`src/rtl/lsu_sram_resp_if.sv`:
```
// Bundle for the core-side request/response handshake and the 16-bit async SRAM pins.
// The slave modport is the responder; the master modport is the core/board side.
interface lsu_sram_resp_if #(
    parameter int SRAM_AW = 18
);
    logic               i_req;
    logic               i_wren;
    logic [31:0]        i_addr;
    logic [31:0]        i_wdata;
    logic [2:0]         i_num_byte;
    logic [31:0]        o_rdata;
    logic               o_ACK;
    logic               o_err;
    logic [SRAM_AW-1:0] o_SRAM_ADDR;
    logic [15:0]        o_SRAM_DQ;
    logic [15:0]        i_SRAM_DQ;
    logic               o_SRAM_DQ_oe;
    logic               o_SRAM_CE_N;
    logic               o_SRAM_OE_N;
    logic               o_SRAM_WE_N;
    logic               o_SRAM_UB_N;
    logic               o_SRAM_LB_N;

    modport slave (
        input  i_req, i_wren, i_addr, i_wdata, i_num_byte, i_SRAM_DQ,
        output o_rdata, o_ACK, o_err, o_SRAM_ADDR, o_SRAM_DQ, o_SRAM_DQ_oe,
               o_SRAM_CE_N, o_SRAM_OE_N, o_SRAM_WE_N, o_SRAM_UB_N, o_SRAM_LB_N
    );

    modport master (
        output i_req, i_wren, i_addr, i_wdata, i_num_byte, i_SRAM_DQ,
        input  o_rdata, o_ACK, o_err, o_SRAM_ADDR, o_SRAM_DQ, o_SRAM_DQ_oe,
               o_SRAM_CE_N, o_SRAM_OE_N, o_SRAM_WE_N, o_SRAM_UB_N, o_SRAM_LB_N
    );
endinterface

```
`src/rtl/lsu_sram_resp.sv`:
```
// LSU responder driving a 16-bit asynchronous SRAM with multi-cycle half-word phases.
// All pins are registered from the current state, so pin activity trails the FSM by one cycle.
module lsu_sram_resp #(
    parameter int WAIT_CYC = 2,
    parameter int SRAM_AW  = 18
) (
    input  logic            i_clk,
    input  logic            i_rst,
    lsu_sram_resp_if.slave  bus
);
    localparam logic [2:0] S_IDLE  = 3'd0;
    localparam logic [2:0] S_RD_LO = 3'd1;
    localparam logic [2:0] S_RD_HI = 3'd2;
    localparam logic [2:0] S_WR_LO = 3'd3;
    localparam logic [2:0] S_WR_HI = 3'd4;
    localparam logic [2:0] S_DONE  = 3'd5;

    localparam logic [3:0] LAST_CNT = 4'(WAIT_CYC - 1);

    logic [2:0]         state_q, state_d;
    logic [3:0]         cnt_q, cnt_d;
    logic               wren_q, wren_d;
    logic [SRAM_AW:0]   addr_q, addr_d;
    logic [31:0]        wdata_q, wdata_d;
    logic [2:0]         nb_q, nb_d;
    logic               bad_q, bad_d;
    logic               cap_lo_q, cap_lo_d;
    logic               cap_fin_q, cap_fin_d;
    logic [15:0]        lo_q, lo_d;

    logic [31:0]        rdata_q, rdata_d;
    logic               ack_q, ack_d;
    logic               err_q, err_d;
    logic [SRAM_AW-1:0] saddr_q, saddr_d;
    logic [15:0]        dq_q, dq_d;
    logic               dq_oe_q, dq_oe_d;
    logic               ce_n_q, ce_n_d;
    logic               oe_n_q, oe_n_d;
    logic               we_n_q, we_n_d;
    logic               ub_n_q, ub_n_d;
    logic               lb_n_q, lb_n_d;

    logic unused_addr_hi;
    assign unused_addr_hi = ^bus.i_addr[31:SRAM_AW+1];

    logic is_word, is_byte, last, req_bad;
    assign is_word = (nb_q == 3'd4);
    assign is_byte = (nb_q[2:1] == 2'b00);
    assign last    = (cnt_q == LAST_CNT);
    assign req_bad = (bus.i_num_byte > 3'd4)
                  || ((bus.i_num_byte[2:1] == 2'b01) && bus.i_addr[0])
                  || ((bus.i_num_byte == 3'd4) && (bus.i_addr[1:0] != 2'b00));

    function automatic logic [31:0] extend(input logic [2:0] nb, input logic a0,
                                           input logic [15:0] dq, input logic [15:0] lo);
        logic [7:0] b;
        b = a0 ? dq[15:8] : dq[7:0];
        case (nb)
            3'd0:    extend = {{24{b[7]}}, b};
            3'd1:    extend = {24'h0, b};
            3'd2:    extend = {{16{dq[15]}}, dq};
            3'd3:    extend = {16'h0, dq};
            default: extend = {dq, lo};
        endcase
    endfunction

    // Sequencing: phase counter, request latch and read-capture scheduling.
    always_comb begin
        state_d   = state_q;
        cnt_d     = cnt_q;
        wren_d    = wren_q;
        addr_d    = addr_q;
        wdata_d   = wdata_q;
        nb_d      = nb_q;
        bad_d     = bad_q;
        cap_lo_d  = 1'b0;
        cap_fin_d = 1'b0;
        lo_d      = cap_lo_q ? bus.i_SRAM_DQ : lo_q;
        case (state_q)
            S_IDLE: begin
                if (bus.i_req) begin
                    wren_d  = bus.i_wren;
                    addr_d  = bus.i_addr[SRAM_AW:0];
                    wdata_d = bus.i_wdata;
                    nb_d    = bus.i_num_byte;
                    bad_d   = req_bad;
                    cnt_d   = '0;
                    state_d = req_bad ? S_DONE : (bus.i_wren ? S_WR_LO : S_RD_LO);
                end
            end
            S_RD_LO, S_RD_HI, S_WR_LO, S_WR_HI: begin
                if (last) begin
                    cnt_d = '0;
                    if ((state_q == S_RD_LO) && is_word) begin
                        state_d  = S_RD_HI;
                        cap_lo_d = 1'b1;
                    end else if ((state_q == S_WR_LO) && is_word) begin
                        state_d  = S_WR_HI;
                    end else begin
                        state_d   = S_DONE;
                        cap_fin_d = !wren_q;
                    end
                end else begin
                    cnt_d = cnt_q + 4'd1;
                end
            end
            S_DONE:  state_d = S_IDLE;
            default: state_d = S_IDLE;
        endcase
    end

    // Pin and response registers, derived from the current state.
    always_comb begin
        logic rd, wr, act, hi;
        rd  = (state_q == S_RD_LO) || (state_q == S_RD_HI);
        wr  = (state_q == S_WR_LO) || (state_q == S_WR_HI);
        act = rd || wr;
        hi  = (state_q == S_RD_HI) || (state_q == S_WR_HI);

        ce_n_d  = !act;
        oe_n_d  = !rd;
        we_n_d  = !(wr && !last);
        dq_oe_d = wr;
        ub_n_d  = !(act && (!is_byte || addr_q[0]));
        lb_n_d  = !(act && (!is_byte || !addr_q[0]));
        saddr_d = saddr_q;
        if (act) saddr_d = hi ? addr_q[SRAM_AW:1] + SRAM_AW'(1) : addr_q[SRAM_AW:1];
        dq_d = dq_q;
        if (state_q == S_WR_LO) dq_d = is_byte ? {2{wdata_q[7:0]}} : wdata_q[15:0];
        else if (state_q == S_WR_HI) dq_d = wdata_q[31:16];

        ack_d   = (state_q == S_DONE);
        err_d   = (state_q == S_DONE) && bad_q;
        rdata_d = rdata_q;
        if ((state_q == S_DONE) && bad_q) rdata_d = '0;
        else if (cap_fin_q) rdata_d = extend(nb_q, addr_q[0], bus.i_SRAM_DQ, lo_q);
    end

    always_ff @(posedge i_clk) begin
        if (i_rst) begin
            state_q   <= S_IDLE;
            cnt_q     <= '0;
            wren_q    <= 1'b0;
            addr_q    <= '0;
            wdata_q   <= '0;
            nb_q      <= '0;
            bad_q     <= 1'b0;
            cap_lo_q  <= 1'b0;
            cap_fin_q <= 1'b0;
            lo_q      <= '0;
            rdata_q   <= '0;
            ack_q     <= 1'b0;
            err_q     <= 1'b0;
            saddr_q   <= '0;
            dq_q      <= '0;
            dq_oe_q   <= 1'b0;
            ce_n_q    <= 1'b1;
            oe_n_q    <= 1'b1;
            we_n_q    <= 1'b1;
            ub_n_q    <= 1'b1;
            lb_n_q    <= 1'b1;
        end else begin
            state_q   <= state_d;
            cnt_q     <= cnt_d;
            wren_q    <= wren_d;
            addr_q    <= addr_d;
            wdata_q   <= wdata_d;
            nb_q      <= nb_d;
            bad_q     <= bad_d;
            cap_lo_q  <= cap_lo_d;
            cap_fin_q <= cap_fin_d;
            lo_q      <= lo_d;
            rdata_q   <= rdata_d;
            ack_q     <= ack_d;
            err_q     <= err_d;
            saddr_q   <= saddr_d;
            dq_q      <= dq_d;
            dq_oe_q   <= dq_oe_d;
            ce_n_q    <= ce_n_d;
            oe_n_q    <= oe_n_d;
            we_n_q    <= we_n_d;
            ub_n_q    <= ub_n_d;
            lb_n_q    <= lb_n_d;
        end
    end

    assign bus.o_rdata      = rdata_q;
    assign bus.o_ACK        = ack_q;
    assign bus.o_err        = err_q;
    assign bus.o_SRAM_ADDR  = saddr_q;
    assign bus.o_SRAM_DQ    = dq_q;
    assign bus.o_SRAM_DQ_oe = dq_oe_q;
    assign bus.o_SRAM_CE_N  = ce_n_q;
    assign bus.o_SRAM_OE_N  = oe_n_q;
    assign bus.o_SRAM_WE_N  = we_n_q;
    assign bus.o_SRAM_UB_N  = ub_n_q;
    assign bus.o_SRAM_LB_N  = lb_n_q;
endmodule

```
`src/flat_wrapper.sv`:
```
// flat-port wrapper written by rule: the top's interface ports become plain ports
module lsu_sram_resp_flat 
#(
    parameter int WAIT_CYC = 2,
    parameter int SRAM_AW  = 18
)
  (i_clk, i_rst, bus_i_req, bus_i_wren, bus_i_addr, bus_i_wdata, bus_i_num_byte, bus_i_SRAM_DQ, bus_o_rdata, bus_o_ACK, bus_o_err, bus_o_SRAM_ADDR, bus_o_SRAM_DQ, bus_o_SRAM_DQ_oe, bus_o_SRAM_CE_N, bus_o_SRAM_OE_N, bus_o_SRAM_WE_N, bus_o_SRAM_UB_N, bus_o_SRAM_LB_N);
  lsu_sram_resp_if #(.SRAM_AW(SRAM_AW)) bus_i ();
  input  logic i_clk;
  input  logic i_rst;
  input wire logic [$bits(bus_i.i_req)-1:0] bus_i_req;
  input wire logic [$bits(bus_i.i_wren)-1:0] bus_i_wren;
  input wire logic [$bits(bus_i.i_addr)-1:0] bus_i_addr;
  input wire logic [$bits(bus_i.i_wdata)-1:0] bus_i_wdata;
  input wire logic [$bits(bus_i.i_num_byte)-1:0] bus_i_num_byte;
  input wire logic [$bits(bus_i.i_SRAM_DQ)-1:0] bus_i_SRAM_DQ;
  output wire logic [$bits(bus_i.o_rdata)-1:0] bus_o_rdata;
  output wire logic [$bits(bus_i.o_ACK)-1:0] bus_o_ACK;
  output wire logic [$bits(bus_i.o_err)-1:0] bus_o_err;
  output wire logic [$bits(bus_i.o_SRAM_ADDR)-1:0] bus_o_SRAM_ADDR;
  output wire logic [$bits(bus_i.o_SRAM_DQ)-1:0] bus_o_SRAM_DQ;
  output wire logic [$bits(bus_i.o_SRAM_DQ_oe)-1:0] bus_o_SRAM_DQ_oe;
  output wire logic [$bits(bus_i.o_SRAM_CE_N)-1:0] bus_o_SRAM_CE_N;
  output wire logic [$bits(bus_i.o_SRAM_OE_N)-1:0] bus_o_SRAM_OE_N;
  output wire logic [$bits(bus_i.o_SRAM_WE_N)-1:0] bus_o_SRAM_WE_N;
  output wire logic [$bits(bus_i.o_SRAM_UB_N)-1:0] bus_o_SRAM_UB_N;
  output wire logic [$bits(bus_i.o_SRAM_LB_N)-1:0] bus_o_SRAM_LB_N;
  assign bus_i.i_req = bus_i_req;
  assign bus_i.i_wren = bus_i_wren;
  assign bus_i.i_addr = bus_i_addr;
  assign bus_i.i_wdata = bus_i_wdata;
  assign bus_i.i_num_byte = bus_i_num_byte;
  assign bus_i.i_SRAM_DQ = bus_i_SRAM_DQ;
  assign bus_o_rdata = bus_i.o_rdata;
  assign bus_o_ACK = bus_i.o_ACK;
  assign bus_o_err = bus_i.o_err;
  assign bus_o_SRAM_ADDR = bus_i.o_SRAM_ADDR;
  assign bus_o_SRAM_DQ = bus_i.o_SRAM_DQ;
  assign bus_o_SRAM_DQ_oe = bus_i.o_SRAM_DQ_oe;
  assign bus_o_SRAM_CE_N = bus_i.o_SRAM_CE_N;
  assign bus_o_SRAM_OE_N = bus_i.o_SRAM_OE_N;
  assign bus_o_SRAM_WE_N = bus_i.o_SRAM_WE_N;
  assign bus_o_SRAM_UB_N = bus_i.o_SRAM_UB_N;
  assign bus_o_SRAM_LB_N = bus_i.o_SRAM_LB_N;
  lsu_sram_resp #(.WAIT_CYC(WAIT_CYC), .SRAM_AW(SRAM_AW)) u_core (.i_clk(i_clk), .i_rst(i_rst), .bus(bus_i));
endmodule
```
`config.mk`:
```
export PLATFORM = sky130hd
export DESIGN_NAME = lsu_sram_resp_flat
export DESIGN_NICKNAME = d
export VERILOG_FILES = /design/src/rtl/lsu_sram_resp_if.sv /design/src/rtl/lsu_sram_resp.sv /design/src/flat_wrapper.sv
export SDC_FILE = /design/constraint.sdc
export NUM_CORES = 1
export LEC_CHECK = 0
export ABC_AREA = 1
export CELL_PAD_IN_SITES_DETAIL_PLACEMENT = 1
export CELL_PAD_IN_SITES_GLOBAL_PLACEMENT = 1
export CORE_MARGIN = 2
export CORE_UTILIZATION = 35
export DETAILED_ROUTE_END_ITERATION = 10
export GPL_ROUTABILITY_DRIVEN = 0
export PLACE_DENSITY_LB_ADDON = 0.2
export REMOVE_ABC_BUFFERS = 1
export SLEW_MARGIN = 5
export SYNTH_ARGS = -nofsm -noshare
export SYNTH_HDL_FRONTEND = slang
export SYNTH_SLANG_ARGS = --single-unit
export TNS_END_PERCENT = 10
```
`constraint.sdc`:
```
create_clock -name i_clk -period 3.7 [get_ports i_clk]
set_input_delay 0.925 -clock i_clk [delete_from_list [all_inputs] [get_ports i_clk]]
set_output_delay 0.925 -clock i_clk [all_outputs]
set_load 0.02 [all_outputs]
```
# ---- Word-level counts from Yosys, hierarchy flattened
# Cells that the tools add are included.
dict set report totals {
  regBits 155
  out_inout_bits 74
  elab_cells 95
}
dict set report op_classes {
  add_sub_neg 2
  order_cmp 1
  eq_ne 14
  mux 17
  bitwise 2
  reduce_logical 38
}
# op count
set op_table {}
lappend op_table {{32-bit case mux with 4 select lines} 1}
lappend op_table {{16-bit two-way mux} 3}
lappend op_table {{18-bit by 1-bit adder with 18-bit output, second input constant} 1}
lappend op_table {{18-bit two-way mux} 1}
lappend op_table {{3-bit by 2-bit == test with 1-bit output, second input constant} 4}
lappend op_table {{3-bit == test, second input constant} 4}
lappend op_table {{3-bit two-way mux} 4}
lappend op_table {{1-bit logical NOT} 9}
lappend op_table {{1-bit logical AND} 8}
lappend op_table {{1-bit logical OR} 8}
lappend op_table {{4-bit two-way mux} 2}
lappend op_table {{8-bit two-way mux} 1}
lappend op_table {{4-bit case mux with 2 select lines} 1}
lappend op_table {{3-bit by 1-bit == test with 1-bit output, second input constant} 2}
lappend op_table {{3-bit logical NOT} 2}
lappend op_table {{3-bit case mux with 2 select lines} 1}
lappend op_table {{2-bit AND reduction} 3}
lappend op_table {{2-bit nonzero test} 3}
lappend op_table {{5-bit OR reduction} 1}
lappend op_table {{4-bit by 1-bit adder with 4-bit output, second input constant} 1}
lappend op_table {{4-bit by 1-bit == test with 1-bit output, second input constant} 1}
lappend op_table {{4-bit OR reduction} 1}
lappend op_table {{3-bit > comparator, second input constant} 1}
lappend op_table {{3-bit OR reduction} 1}
lappend op_table {{other kinds (8)} 10}

# ---- Logic depth before layout (Yosys ltp)
# Gate-level depths: netlist (run 1).
dict set report logic_depth {
  word_depth 7
  ltp_mapped 11
  depth_no_buf 11
}

# ---- Worst setup path before layout (run 1)
# Ideal clock, no wire load.
dict set report synth_timing {
  kind {input -> register}
  from {input i_rst}
  to {register u_core.addr_q[2]}
  setup_ps 65
  arrival_ps 1882
  required_ps 3635
  setup_slack_ps 1753
  path_stages 7
  path_cell_list {buf_2 > inv_1 > buf_4 > buf_4 > clkbuf_1 > o21ai_0 > nor2_1}
}
# element line_no
set synth_lines {}
lappend synth_lines {{from (decl)} flat_wrapper.sv:10} ;# input logic i_rst;
lappend synth_lines {{to (signal assigned)} lsu_sram_resp.sv:166} ;# addr_q <= addr_d;
lappend synth_lines {{to (decl)} lsu_sram_resp.sv:23} ;# logic [SRAM_AW:0] addr_q, addr_d;

# ---- Worst setup path in the final report (run 1)
dict set report layout_timing {
  from {input bus_i_SRAM_DQ[15]}
  to {register u_core.rdata_q[26] (netlist: u_core.bus.o_rdata[26])}
}
dict set report layout_via {
  elab_chain_cells 2
}
# element line_no
set layout_lines {}
lappend layout_lines {{from (decl)} flat_wrapper.sv:16} ;# input wire logic [$bits(bus_i.i_SRAM_DQ)-1:0] bus_i_SRAM_DQ;
lappend layout_lines {{8-bit two-way mux} lsu_sram_resp.sv:57} ;# b = a0 ? dq[15:8] : dq[7:0];
lappend layout_lines {{32-bit case mux with 4 select lines (*)} lsu_sram_resp.sv:58} ;# case (nb)
lappend layout_lines {{to (signal assigned)} lsu_sram_resp.sv:173} ;# rdata_q <= rdata_d;
lappend layout_lines {{to (decl)} lsu_sram_resp.sv:31} ;# logic [31:0] rdata_q, rdata_d;
# Mark *: on every way between the ends. The rest lies on a longest branch, timed or not.
# A chain may end at the register's enable or synchronous reset.

==> results of run 1 <==
## worst max-delay path: stages
cell,delay [ns]
clkdlybuf4s50_1,0.48
inv_1,0.11
nand2_1,0.06
o21ai_1,0.10
nand3b_2,0.27
o211ai_2,0.37
o21ai_0,0.31
inv_1,0.07
## per-layer routing
layer,up-vias,GRT usage (%),share of wire (%)
li1,3230,-,-
met1,3034,26.19,46
met2,118,36.36,49
met3,17,3.432,3.4
met4,0,6.158,1.2
met5,-,0,0
## through the flow
stage	worst slack (ns)	util, %	cells	hold WS, ns	area (um2)
2_1_floorplan	0.6658	-	865	0.3935	6441
6_report	1.302	47.59	1285	0.4481	8901
3_5_place_dp	0.9123	44.28	1253	0.4187	8283
4_1_cts	1.247	47.59	1285	0.4432	8901
3_3_place_gp	0.9968	44.28	1253	0.4109	8283
5_1_grt	1.030	47.59	1285	0.4632	8901
## layout by cell type (no fill, tap or decap), types with 8 or more instances in the layout
cell type,count
nand2_1,126
a31oi_1,9
nand4_1,11
a21oi_1,87
nor2_1,120
o21ai_1,10
o211ai_1,17
nand3_1,28
xor2_1,8
o21ai_0,142
dfxtp_1,155
clkbuf_16,17
inv_1,107
clkdlybuf4s50_1,147
## cells by family after synthesis
family,Yosys count,share of synthesized area (%)
adders and majority gates,3,0.5615
xor gates and xnor gates,8,1.048
and+or+nand+nor,309,20.03
buffers and inverters,168,10.26
AOI/OAI and AO/OA,273,21.69
DFF,155,46.42
## layout make-up
type                       instances  area [um2]
multi-input combinational        593        2897
sequential                       155        3103
fill                            2297        9804
inverter                         117       441.7
tap                              234       292.8
clock inverter                    12       171.4
clock buffer                      20       446.7
timing repair buffer             154        1549
## flip-flops by register name (all words and copies together), names as in the netlist, 3 cells and up
register	cells
u_core.addr_q	19
u_core.nb_q	3
u_core.cnt_q	4
u_core.bus.o_SRAM_DQ	16
u_core.bus.o_rdata	32
u_core.state_q	3
u_core.bus.o_SRAM_ADDR	18
u_core.lo_q	16
u_core.wdata_q	32
## worst paths after layout
path / slack (ns) / cells after the start / endpoint
max: 1.30 / 8 / u_core.bus.o_rdata[26]
max reg2reg: 1.31 / 8 / u_core.bus.o_SRAM_ADDR[2]
min reg2reg: 0.45 / 1 / u_core.cap_fin_q
min: 0.45 / 1 / u_core.cap_fin_q
## report_power, final
group / internal [mW] / total (mW) / switching [mW] / leakage [nW]
clock network: 1.14 / 1.86 / 0.716 / 0.296
logic: 0.816 / 2.21 / 1.39 / 2.14
registers: 2.06 / 2.32 / 0.259 / 1.27
==> metrics.cfg, run 1 <==
[sta]
finalHoldViolations = 0
setup_viol = 0
finalCritPeriodShare_pct = 64.80
relSlewSlack_pct = 45.76
finalCriticalPeriod_ns = 2.398
tns_ns = 0
fin_skew_ns = 0.01212
tightest_slew_ns = 0.8125
drv_slew = 0
fmax_mhz = 417.1
grt_setup_unrepaired = false

[run]
maxCapViolations = 0

[worst_setup_path]
critPathLaunchType = primary input
worstReg2RegStart = u_core.state_q[1]
worstPathArrival_ns = 2.71
required_ns = 4.01
critPathKind = primary input to flop
end_kind = flop
startpoint = bus_i_SRAM_DQ[15]
cp_max_fo = 16

[global_route]
grt_pass1_vias = 6513
groute.usage.overall_pct = 20.75
grt_start_max_net_pins = 101
grt_overflow = 0
grt_pass1_wl_um = 33220
antenna_found_initial = 0

[clocking]
root_buffer = clkbuf_16
worst_skew_pair.late_latency_ns = 0.43
htreeDepth = 4
clkTransAtPathRegs_ns = 0.06
cts_tree = yes
numCtsBuffers = 17
cts_buffer_depth = 2
cts_resized = 0
cts_setup_buffers = 0
clock_sinks = 155
ctsHoldBuffers = 0

[placement]
port_buffers = 147
hpwl_um = 13630

[die]
die-height_um = 142.2
rows = 50
dieArea_mm2 = 0.02022
ios = 161
start_util_pct = 35.74
coreArea_mm2 = 0.01871
die_w_um = 142.2

[synth]
synth_cell_types = 35
synth_seq_area_share_pct = 46.42
ys.flop_type = dfxtp_1
yosys_warnings = 0
synthTopCellsByCount = dfxtp_1 (155), o21ai_0 (142), nand2_1 (126), nor2_1 (120), inv_1 (108)
synth_top_area_share_pct = 46.42
syn-cell-area_mm2 = 0.006685
syn_area_per_cell_um2 = 7.298
ys_async_sr_fraction_pct = 0
yosysTopAreaCell = dfxtp_1
syn_inst = 916
ys_ff_latch = 155
synth_most_common_cell = dfxtp_1
synth_area_leaders = dfxtp_1 (46%), o21ai_0 (11%), nand2_1 (7.1%), nor2_1 (6.7%), a21oi_1 (6.5%)
synth_edf_count = 0

[finish]
synthToLayoutAreaGrowth_pct = 33.15
antenna_cells = 0
drive_gt1_share_pct = 6.089
layout.nets = 1128

[routing]
drc = 0
ant_nets = 0
wire_per_inst_um = 15.87
routed_wl_um = 20390
firstDrtPassIters = 4
drt_iter0_drc = 269
via_count = 6399
vias_per_cell = 4.980

[pwr]
total_power_mw = 6.386
p_leak_nw = 3.704
powerDensity_mw_per_mm2 = 717.4
worst_ir_drop_vdd_mv = 0.3927

[worst_hold_path]
min_from = u_core.wren_q
hold_path_class = flop to flop

[run_status]
status = complete, no violations

No activity file was read; power rests on OpenSTA's default activity.
==> inputs of run 2 (changes only) <==
==> constraint.sdc (replaced) <==
create_clock -name i_clk -period 2.46 [get_ports i_clk]
set_input_delay 0.615 -clock i_clk [delete_from_list [all_inputs] [get_ports i_clk]]
set_output_delay 0.615 -clock i_clk [all_outputs]
set_load 0.02 [all_outputs]
==> run 2 against run 1 <==
  * Non-clock buffer count grew 9
  * Highest routed layer unchanged
  * Global-route usage decreased by 0.21 points
  * Combinational power increased by 51%
  * Critical path depth decreased by 7
  * Final cell count up 0.70%
  * Register-to-register slack worse by 0.80 ns
  * Sequential share of layout area shrank 0.38 points
  * Largest power group unchanged
  * Worst setup slack got worse by 0.87 ns
==> metrics.cfg, run 2 (synthesis results as in run 1) <==
[run_status]
status = complete, no violations

[sta]
setup_viol = 0  ; unchanged
fmax_mhz = 492.9
finalCriticalPeriod_ns = 2.029
finalHoldViolations = 0  ; unchanged
setup_ws_ns = 0.4313  ; -0.8710 ns
drv_slew = 0  ; unchanged
finalCritPeriodShare_pct = 82.47
relSlewSlack_pct = 55.73  ; +10 points
tightest_slew_ns = 0.6621  ; -0.1504 ns
grt_setup_unrepaired = false
fin_skew_ns = 0.01219  ; +0.00006910 ns

[die]
dieArea_mm2 = 0.02022  ; unchanged
start_util_pct = 35.74  ; unchanged
die_w_um = 142.2  ; unchanged
die-height_um = 142.2  ; unchanged
ios = 161  ; unchanged
rows = 50  ; unchanged
coreArea_mm2 = 0.01871  ; unchanged

[pwr]
powerDensity_mw_per_mm2 = 1082  ; +51%
power_frac_seq_pct = 35.9  ; -0.5 points
p_int_mw = 6.160  ; +53%
p_sw_share_pct = 36.75  ; -0.27 points
power.switching_mw = 3.579  ; +51%
total_power_mw = 9.739  ; +53%
p_clk_share_pct = 29.9  ; +0.8 points
power_frac_comb_pct = 34.2  ; -0.3 points
p_leak_nw = 3.754  ; +1.4%
worst_ir_drop_vdd_mv = 0.6165  ; +57%

[finish]
antenna_cells = 0  ; unchanged
final_cell_mix = dfxtp_1 (155), clkdlybuf4s50_1 (147), o21ai_0 (142)
stdcell_area_mm2 = 0.009000  ; +1.1%
fillers = 2325  ; +1.2%
multiInputGateArea_mm2 = 0.002897  ; unchanged
ff_latch_area_mm2 = 0.003103  ; unchanged
layout.nets = 1137  ; +0.80%
drive_gt1_share_pct = 6.981  ; +0.89 points
final_common_cell = dfxtp_1
synthToLayoutAreaGrowth_pct = 34.62

[routing]
firstDrtPassIters = 4  ; unchanged
ant_nets = 0  ; unchanged
wire_per_inst_um = 15.61  ; -1.6%
drc = 0  ; unchanged
routed_wl_um = 20200  ; -0.93%
vias_per_cell = 4.976  ; about the same
via_count = 6439  ; +0.63%
drt_iter0_drc = 245  ; -8.9%

[clocking]
root_buffer = clkbuf_16
cts_tree = yes
clkTransAtPathRegs_ns = 0.06  ; about the same
htreeDepth = 4  ; unchanged
clock_sinks = 155  ; unchanged
worst_skew_pair.late_latency_ns = 0.43  ; about the same
cts_setup_buffers = 0  ; unchanged
cts_resized = 0  ; unchanged
cts_buffer_depth = 2  ; unchanged
numCtsBuffers = 17  ; unchanged
ctsHoldBuffers = 0  ; unchanged

[worst_setup_path]
cp_max_fo = 2  ; -14
slowest_delay_ns = 0.62  ; +0.14 ns
critPathKind = flop to primary output
worstReg2RegStart = u_core.state_q[1]
critPathLaunchType = flop
worstPathArrival_ns = 1.41  ; -1.30 ns
r2r_end = u_core.bus.o_SRAM_ADDR[2]
end_kind = primary output
crit_chain = clkdlybuf4s50_1
required_ns = 1.85  ; -2.16 ns
path_delay_family = buffers and inverters
critical_path.slowest_cell = clkdlybuf4s50_1
reg2regPathDepth = 9  ; +1
path_buf_inv = 1  ; -2
r2r_slack_ns = 0.51  ; -0.80 ns

[run]
maxCapViolations = 0  ; unchanged

[global_route]
grt_start_max_net_pins = 48  ; -52%
grt_overflow = 0  ; unchanged
groute.usage.overall_pct = 20.54  ; -0.21 points
grt_pass1_vias = 6335  ; -2.7%
grt_pass1_wl_um = 32640  ; -1.7%
antenna_found_initial = 0  ; unchanged

[placement]
place_area_mm2 = 0.008351  ; +0.82%
port_buffers = 147  ; unchanged
hpwl_um = 13750  ; +0.87%
place_ws_ns = 0.2072  ; -0.7051 ns

[worst_hold_path]
min_from = u_core.wren_q
hold_path_class = flop to flop
min_path_cells = 1  ; unchanged
min_delay_worst_endpoint = u_core.cap_fin_q

-- run 2: worst max-delay path by stage --
stage | from | to | slack (ns) | depth (start not counted)
3_3_place_gp | bus_i_SRAM_DQ[15] | u_core.bus.o_rdata[20] | 0.25 | 8
2_1_floorplan | i_rst | u_core.bus.o_rdata[1] | -0.26 | 5
3_5_place_dp | bus_i_SRAM_DQ[15] | u_core.bus.o_rdata[25] | 0.21 | 8
4_1_cts | u_core.bus.o_SRAM_ADDR[2] | bus_o_SRAM_ADDR[2] | 0.42 | 1
6_report | u_core.bus.o_rdata[1] | bus_o_rdata[1] | 0.43 | 1
5_1_grt | u_core.state_q[1] | u_core.bus.o_SRAM_ADDR[2] | 0.34 | 9
-- run 2: power groups by stage --
stage	clock network (mW)	registers (mW)	logic [mW]
after floorplan	0	3.84	1.60
after global routing	3.07	3.57	3.71
after global placement	0	3.53	3.31
final	2.91	3.50	3.33
after detailed placement	0	3.54	3.36
after CTS	2.97	3.50	3.39
-- run 2: cell type report --
cell class,instances,share of cell area [%]
tap,234,3.253
inverter,117,4.908
sequential,155,34.48
clock buffer,18,4.769
timing repair buffer,163,17.96
clock inverter,14,2.447
multi-input combinational,593,32.18
-- run 2: layer usage --
layer  up-vias  global-route usage [%]  share of wire [%]
li1       3250                       -                  -
met4         0                   5.842                1.2
met2       114                   35.55                 49
met1      3057                   25.80                 46
met3        18                   4.374                3.8
met5         -                       0                  0
-- run 2: metrics by stage --
step / setup TNS (ns) / utilization, % / hold WS [ns] / std cells
after floorplan: -3.587 / - / 0.3935 / 865
after global placement: 0 / 44.64 / 0.4146 / 1262
after detailed placement: 0 / 44.64 / 0.4151 / 1262
after CTS: 0 / 48.11 / 0.4235 / 1294
after global routing: 0 / 48.11 / 0.4506 / 1294
final: 0 / 48.11 / 0.4230 / 1294
==> inputs of run 3 (changes only) <==
==> constraint.sdc (replaced) <==
create_clock -name i_clk -period 2 [get_ports i_clk]
set_input_delay 0.5 -clock i_clk [delete_from_list [all_inputs] [get_ports i_clk]]
set_output_delay 0.5 -clock i_clk [all_outputs]
set_load 0.02 [all_outputs]
==> run 3 against run 2 <==
  * Power is 20% higher
  * Critical path depth stayed put
  * Die area stayed put
  * Sequential cell count stayed put
  * Worst setup slack worse by 0.33 ns
  * Non-clock buffer count is 11 higher
  * Wire length is 0.38% lower
  * Clock skew is 0.0012 ns higher
  * Final cell count is 0.85% higher
  * Design area is 0.51% higher
  * Via count is 0.40% higher
  * Combinational power is 27% higher
  * Critical endpoint is now bus_o_SRAM_ADDR[4]
  * Largest cell class unchanged
  * Highest routed layer unchanged
==> metrics.cfg, run 3 (synthesis results as in run 1) <==
[die]
rows = 50  ; unchanged
dieArea_mm2 = 0.02022  ; unchanged
die_w_um = 142.2  ; unchanged
die-height_um = 142.2  ; unchanged
ios = 161  ; unchanged
start_util_pct = 35.74  ; unchanged
coreArea_mm2 = 0.01871  ; unchanged

[finish]
antenna_cells = 0  ; unchanged
fillers = 2349  ; +1.0%
final_cell_mix = dfxtp_1 (155), clkdlybuf4s50_1 (147), o21ai_0 (142)
synthToLayoutAreaGrowth_pct = 35.32
layout.nets = 1148  ; +0.97%
multiInputGateArea_mm2 = 0.002897  ; unchanged
stdcell_count = 1305  ; +0.85%
final_common_cell = dfxtp_1
ff_latch_area_mm2 = 0.003103  ; unchanged
drive_gt1_share_pct = 8.030  ; +1.0 points
stdcell_area_mm2 = 0.009046  ; +0.51%

[sta]
relSlewSlack_pct = 66.84  ; +11 points
fin_skew_ns = 0.01337  ; +0.001183 ns
finalHoldViolations = 0  ; unchanged
tightest_slew_ns = 0.4962  ; -0.1660 ns
grt_setup_unrepaired = false
fmax_mhz = 526.1
setup_viol = 0  ; unchanged
tns_ns = 0  ; unchanged
drv_slew = 0  ; unchanged
finalCritPeriodShare_pct = 95.04
setup_ws_ns = 0.09929  ; -0.3320 ns
finalCriticalPeriod_ns = 1.901

[worst_setup_path]
cp_max_fo = 2  ; unchanged
path_buf_inv = 1  ; unchanged
worstPathArrival_ns = 1.40  ; about the same
path_delay_family = buffers and inverters
critPathKind = flop to primary output
critPathLaunchType = flop
critical_path.slowest_cell = clkdlybuf4s50_1
crit_chain = clkdlybuf4s50_1
required_ns = 1.50  ; -0.35 ns
end_kind = primary output
slowest_delay_ns = 0.63  ; about the same

[pwr]
powerDensity_mw_per_mm2 = 1291  ; +19%
worst_ir_drop_vdd_mv = 0.6595  ; +7.0%
p_leak_nw = 3.807  ; +1.4%
total_power_mw = 11.67  ; +20%

[placement]
hpwl_um = 13920  ; +1.3%
place_area_mm2 = 0.008471  ; +1.4%
place_ws_ns = 0.006805  ; -0.2004 ns
dp_cells = 1273  ; +0.87%
port_buffers = 147  ; unchanged

[routing]
routed_wl_um = 20130  ; -0.38%
firstDrtPassIters = 6  ; +2
wire_per_inst_um = 15.42  ; -1.2%
vias_per_cell = 4.954  ; -0.44%
via_count = 6465  ; +0.40%
drc = 0  ; unchanged
ant_nets = 0  ; unchanged
drt_iter0_drc = 319  ; +30%

[global_route]
grt_start_max_net_pins = 48  ; unchanged
grt_pass1_vias = 6319  ; -0.25%
antenna_found_initial = 0  ; unchanged
groute.usage.overall_pct = 20.26  ; -0.28 points
grt_overflow = 0  ; unchanged
grt_pass1_wl_um = 32380  ; -0.80%

[worst_hold_path]
hold_path_class = flop to flop

[clocking]
clock_sinks = 155  ; unchanged
root_buffer = clkbuf_16
cts_tree = yes
numCtsBuffers = 17  ; unchanged
worst_skew_pair.late_latency_ns = 0.43  ; about the same
htreeDepth = 4  ; unchanged
ctsHoldBuffers = 0  ; unchanged
cts_buffer_depth = 2  ; unchanged
cts_setup_buffers = 0  ; unchanged
clkTransAtPathRegs_ns = 0.06  ; about the same
cts_resized = 0  ; unchanged

[run_status]
status = complete, no violations

[run]
maxCapViolations = 0  ; unchanged

[run 3: per-layer routing]
metal | wire length (um) | GRT usage [%] | vias up
met3 | 677 | 3.937 | 17
met4 | 225 | 5.526 | 0
met2 | 9815 | 34.55 | 109
met5 | 0 | 0 | -
li1 | - | - | 3280
met1 | 9408 | 26.19 | 3059
[run 3: cell type report]
type / instances / area share, %
Timing Repair Buffer: 174 / 19.20
Sequential cell: 155 / 34.30
Tap cell: 234 / 3.237
Inverter: 117 / 4.882
Clock inverter: 14 / 1.508
Multi-Input combinational cell: 593 / 32.02
Clock buffer: 18 / 4.855
[run 3: metrics by stage]
stage               utilization (%)  hold slack [ns]
floorplan                         -           0.3935
global placement              45.28           0.4111
detailed placement            45.28           0.4204
CTS                           48.36           0.4304
global route                  48.36           0.4563
finish                        48.36           0.4313
[run 3: path summary, 6_finish.rpt]
kind	slack (ns)	endpoint	cells after the start	start
worst max-delay path	0.1	bus_o_SRAM_ADDR[4]	1	u_core.bus.o_SRAM_ADDR[4]
worst min-delay path	0.43	u_core.cap_fin_q	1	u_core.wren_q
worst max register to register	0.19	u_core.bus.o_SRAM_ADDR[2]	9	u_core.state_q[1]
worst min register to register	0.43	u_core.cap_fin_q	1	u_core.wren_q
[run 3: power breakdown]
part | total (mW) | leakage (nW) | internal [mW] | switching (mW)
Combinational | 4.22 | 2.25 | 1.63 | 2.59
Sequential | 4.28 | 1.27 | 3.81 | 0.466
Clock | 3.17 | 0.286 | 1.77 | 1.40
